$ cat src/rtl/mem_pkg.sv
// Shared types and sizing for the MEM pipeline stage: FSM states, widths and
// the default memory timeout.
package mem_pkg;

  localparam int ADDR_W          = 32;
  localparam int DATA_W          = 32;
  localparam int REG_W           = 5;
  localparam int TIMEOUT_DEFAULT = 16;

  typedef enum logic {
    IDLE = 1'b0,
    BUSY = 1'b1
  } state_t;

  function automatic logic is_aligned(input logic [ADDR_W-1:0] addr);
    return (addr[1:0] == 2'b00);
  endfunction

endpackage

$ cat src/rtl/branch_resolve.sv
// Branch resolution: decides whether the fetch prediction was wrong and which
// PC fetch must restart from.
module branch_resolve
  import mem_pkg::*;
(
  input  logic              branch,
  input  logic              zero,
  input  logic              predict_taken,
  input  logic [ADDR_W-1:0] pc_branch,
  input  logic [ADDR_W-1:0] pc_4,
  input  logic              hold,
  output logic              flush,
  output logic [ADDR_W-1:0] redirect_pc
);

  logic actual_s;

  assign actual_s    = branch & zero;
  // hold covers reset, a stalled stage and the illegal branch+memop combination
  assign flush       = branch & (actual_s != predict_taken) & ~hold;
  assign redirect_pc = actual_s ? pc_branch : pc_4;

endmodule

$ cat src/rtl/mem_stage.sv
// MEM pipeline stage: drives the data-memory handshake, stalls the pipe while
// an access is outstanding, and registers the MEM/WB writeback fields.
module mem_stage
  import mem_pkg::*;
#(
  parameter int TIMEOUT = TIMEOUT_DEFAULT
) (
  input  logic              clk,
  input  logic              rst_n,
  input  logic              Mem_Read_EX_MEM,
  input  logic              Mem_Write_EX_MEM,
  input  logic              Reg_Write_EX_MEM,
  input  logic              PcSrc_EX_MEM,
  input  logic              zero_EX_MEM,
  input  logic [ADDR_W-1:0] PC_Branch_EX_MEM,
  input  logic [ADDR_W-1:0] PC_4_EX_MEM,
  input  logic              Predict_Taken_EX_MEM,
  input  logic [DATA_W-1:0] result_EX_MEM,
  input  logic [DATA_W-1:0] Write_Data_EX_MEM,
  input  logic [REG_W-1:0]  rd_EX_MEM,
  output logic              dmem_req,
  output logic              dmem_we,
  output logic [ADDR_W-1:0] dmem_addr,
  output logic [DATA_W-1:0] dmem_wdata,
  input  logic              dmem_rvalid,
  input  logic [DATA_W-1:0] dmem_rdata,
  output logic              stall,
  output logic              flush,
  output logic [ADDR_W-1:0] redirect_pc,
  output logic              Reg_Write_MEM_WB,
  output logic [DATA_W-1:0] wb_data_MEM_WB,
  output logic [REG_W-1:0]  rd_MEM_WB,
  output logic              mem_err
);

  localparam int CNT_W = (TIMEOUT > 1) ? $clog2(TIMEOUT) : 1;

  state_t           state_r;
  logic [CNT_W-1:0] count_r;

  logic memop_s;
  logic aligned_s;
  logic busy_s;
  logic timeout_s;
  logic misalign_s;
  logic error_s;
  logic stall_s;
  logic hold_s;

  assign memop_s    = Mem_Read_EX_MEM | Mem_Write_EX_MEM;
  assign aligned_s  = is_aligned(result_EX_MEM);
  assign busy_s     = (state_r == BUSY);
  // rvalid on the last allowed cycle still completes the access normally
  assign timeout_s  = busy_s & (count_r == CNT_W'(TIMEOUT - 1)) & ~dmem_rvalid;
  assign misalign_s = memop_s & ~aligned_s;
  assign error_s    = timeout_s | misalign_s;
  assign stall_s    = rst_n & memop_s & aligned_s & ~(busy_s & (dmem_rvalid | timeout_s));
  assign hold_s     = ~rst_n | stall_s | memop_s;
  assign stall      = stall_s;

  branch_resolve u_branch_resolve (
    .branch        (PcSrc_EX_MEM),
    .zero          (zero_EX_MEM),
    .predict_taken (Predict_Taken_EX_MEM),
    .pc_branch     (PC_Branch_EX_MEM),
    .pc_4          (PC_4_EX_MEM),
    .hold          (hold_s),
    .flush         (flush),
    .redirect_pc   (redirect_pc)
  );

  // Memory FSM, timeout counter, request registers and MEM/WB register
  always_ff @(posedge clk) begin
    if (!rst_n) begin
      state_r          <= IDLE;
      count_r          <= '0;
      dmem_req         <= 1'b0;
      dmem_we          <= 1'b0;
      dmem_addr        <= '0;
      dmem_wdata       <= '0;
      Reg_Write_MEM_WB <= 1'b0;
      wb_data_MEM_WB   <= '0;
      rd_MEM_WB        <= '0;
      mem_err          <= 1'b0;
    end else begin
      mem_err <= error_s;
      if (!stall_s) begin
        Reg_Write_MEM_WB <= Reg_Write_EX_MEM & ~error_s;
        rd_MEM_WB        <= rd_EX_MEM;
        wb_data_MEM_WB   <= Mem_Read_EX_MEM ? dmem_rdata : result_EX_MEM;
      end else begin
        Reg_Write_MEM_WB <= 1'b0;
      end
      case (state_r)
        IDLE: begin
          if (memop_s && aligned_s) begin
            state_r    <= BUSY;
            count_r    <= '0;
            dmem_req   <= 1'b1;
            dmem_we    <= Mem_Write_EX_MEM;
            dmem_addr  <= result_EX_MEM;
            dmem_wdata <= Write_Data_EX_MEM;
          end else begin
            state_r  <= IDLE;
            dmem_req <= 1'b0;
          end
        end
        BUSY: begin
          if (dmem_rvalid || timeout_s) begin
            state_r  <= IDLE;
            dmem_req <= 1'b0;
          end else begin
            count_r <= count_r + CNT_W'(1);
          end
        end
        default: begin
          state_r  <= IDLE;
          dmem_req <= 1'b0;
        end
      endcase
    end
  end

endmodule
$ cat config.mk
export PLATFORM = sky130hd
export DESIGN_NAME = mem_stage
export DESIGN_NICKNAME = d
export VERILOG_FILES = /design/src/rtl/mem_pkg.sv /design/src/rtl/branch_resolve.sv /design/src/rtl/mem_stage.sv
export SDC_FILE = /design/constraint.sdc
export NUM_CORES = 1
export LEC_CHECK = 0
export BUFFER_PORTS_ARGS = -buffer_cell sky130_fd_sc_hd__buf_4
export CORE_AREA = 2 2 122 124
export DETAILED_ROUTE_END_ITERATION = 7
export DIE_AREA = 0 0 124 126
export GPL_TIMING_DRIVEN = 0
export PLACE_DENSITY = 0.7
export REMOVE_ABC_BUFFERS = 1
export SLEW_MARGIN = 25
export SYNTH_ARGS = -nofsm -noshare
export SYNTH_HDL_FRONTEND = slang
export SYNTH_SLANG_ARGS = --single-unit
$ cat constraint.sdc
create_clock -name clk -period 2.6 [get_ports clk]
set_clock_uncertainty 0.05 [all_clocks]
set_input_delay 0.13 -clock clk [delete_from_list [all_inputs] [get_ports clk]]
set_output_delay 0.13 -clock clk [all_outputs]
set_load 0.005 [all_outputs]
==> run metrics <==
status complete, no violations; post-route cell area about 0.0086 mm²; antenna-violating nets left 0; met2 routed WL 10000 µm; Initial Utilization 37.3%; clk slew on worst S/H paths 70 ps; R2R depth 7; kind of critical path flop to output pin; Placed Cells slightly above 1000; TritonRoute pass-1 iters 4; CP Max Fanout 40; Hold Crit Endpoint dmem_addr[11]; Util after Layout 59.8%; CP Launch Type flop; height of the die 126 µm; hold_ws 9.61 ps; Num CTS Buffers 9; # IOs around 310; CP Data Arrival Time ~2300 ps; most common cell after layout, fill and taps aside buf_4; Nets 1073; Worst EP required roughly 2400 ps; Crit. End Element output pin; H-tree depth 3; vias per inst roughly 5.3; Power Total 4.05 mW; final hold vios 0; Core Footprint 0.0143 mm²; global route overflow 0; worst r2r dst wb_data_MEM_WB[26]; Period minus WS final 2450 ps; routed len/inst 17.8 µm; Leak 3.70 nW; RSZ-0062 raised after global routing false; Clock Tree Root clkbuf_16; Power Density 473 mW/mm²; die area 0.0156 mm²; GPL Wtd Cong slightly above 0.8; period utilization 94.4%; via count roughly 5800; Rel. slew slack a little over two fifths; total negative slack 0 ps; clk sinks 110; placed cell area 0.00785 mm²; most frequent cells in the layout 317 x buf_4, 109 x dfxtp_1, 82 x nand2_1; DR iter-0 viols 347; post-DP HPWL 13500 µm; worst-skew pair later-pin latency 340 ps; Die W 124 µm; WL met1 7380 µm; Synth Warn # 0; sequential fraction of the synthesis area between 40% and 50%; Max IR drop VDD 279 µV; Max-Cap Viols 0; Hold Path Class input pin to flop; FMAX 408 MHz; Place WS 21.2 ps; WL final 19400 µm; Synth cell types 31; Cells after Synth around 590; Final setup viols 0; worst hold start result_EX_MEM[11]; DRC 0; R2R Path Start busy_s; DR top layer met4; Final WS setup 147 ps; Site Rows 44; initial antenna violation count 1; vias in the first global route about 5400; Mean Syn Cell Area 9.06 µm²; hold-critical path depth 3; area of the mapped netlist roughly 0.0053 mm²; Final Slew Violations 0; IO buf count around 310; Finished Layout Cells between 1000 and 1500; flops & latches, synth 110; worst-case clock buffer depth 2; Slew @ Worst Pin around 860 ps; GRT Total Usage 23.6%; first-pass GRT wire length 28800 µm; share of post-route cells with drive strength above 1 45.7%; largest net degree at the start of global routing between 80 and 90; FF-to-FF setup slack 490 ps; CTS tree built; CP Launch Point busy_s; Area Growth Syn to Fin 60.4%; routed wl met3 1440 µm
## flip-flops by register name, indices dropped and copies added, names as in the netlist
name / cells
dmem_wdata: 32
Reg_Write_MEM_WB: 1
mem_err: 1
dmem_we: 1
wb_data_MEM_WB: 32
rd_MEM_WB: 5
count_r: 4
dmem_req: 1
dmem_addr: 32
busy_s: 1
## critical path, cell delays in order (launching register included)
cell and delay, ps:
dfxtp_4 450, buf_12 230, and4_4 210, a2111oi_4 290, buf_4 270, buf_4 210
and2_1 150, buf_4 110
## where the power goes
group          switching (mW)  internal [mW]  leakage, nW  total [mW]
combinational           0.405          0.544         2.68       0.949
clock                   0.620          0.656        0.124        1.28
sequential             0.0520           1.78        0.903        1.83
total                    1.08           2.98         3.70        4.05
## worst max path at each step
stage / to / slack (ps)
after floorplan: stall / -1300
after global placement: stall / -4250
after detailed placement: stall / 20
after CTS: stall / 140
after global routing: stall / 4
final: stall / 150
## cell usage after synthesis
| cell | instances | area share [%] |
|---|---|---|
| a2111oi_4 | 1 | 0.52 |
| a21oi_1 | 65 | 6.1 |
| a32o_1 | 1 | 0.19 |
| and2_1 | 2 | 0.23 |
| and3_1 | 3 | 0.35 |
| and4_4 | 1 | 0.21 |
| buf_1 | 16 | 1.1 |
| buf_2 | 10 | 0.94 |
| buf_4 | 2 | 0.28 |
| buf_6 | 2 | 0.42 |
| clkbuf_1 | 40 | 2.8 |
| dfxtp_1 | 110 | 41 |
| ha_1 | 1 | 0.23 |
| inv_1 | 2 | 0.14 |
| mux2_2 | 65 | 14 |
| mux2i_1 | 37 | 6.9 |
| nand2_1 | 83 | 5.8 |
| nand2b_1 | 3 | 0.35 |
| nand3_1 | 6 | 0.56 |
| nand3b_1 | 1 | 0.14 |
| nand4_1 | 62 | 7.3 |
| nor2_1 | 2 | 0.14 |
| nor2b_1 | 1 | 0.12 |
| nor3_1 | 2 | 0.19 |
| o221ai_1 | 1 | 0.16 |
| o22ai_1 | 3 | 0.35 |
| o31ai_1 | 63 | 8.9 |
| or2_1 | 1 | 0.12 |
| or2_2 | 1 | 0.12 |
| or4_1 | 1 | 0.14 |
| xnor2_1 | 1 | 0.16 |
## routing by layer
layer | vias to the layer above | GRT usage [%]
met1 | 2709 | 26.8
met3 | 33 | 4.89
met5 | - | 0
met4 | 0 | 9.05
li1 | 2793 | -
met2 | 239 | 42.6
## final cells by class
type	instances	area (µm²)
antenna	1	2.50
clock buffer	12	236
clock inverter	4	30.0
fill	1305	5750
inverter	2	12.5
multi-input combinational	407	2850
sequential	110	2210
tap	184	230
timing repair buffer	368	2990
## kinds of logic (layout without fill, tap and decap cells)
group                      count (synthesis)  in the layout  synth area share [%]
buffers and inverters                     72            386                  5.72
adders and majority gates                  1              1                 0.234
and+or+nand+nor                          169            169                  15.8
xor gates and xnor gates                   1              1                 0.164
AOI/OAI and AO/OA                        134            134                  16.2
DFF                                      110            110                  41.3
muxes                                    102            102                  20.7
other                                      0              1                     0
## timing repair
| item | CTS | global route |
|---|---|---|
| buffers inserted | 1 | 0 |
| endpoints found under the setup margin | 1 | 0 |
| hold buffers | 43 | 0 |
| endpoints found under the hold margin | 43 | 0 |
| resized for setup | 0 | 0 |
(Power assumes the default switching activity.)
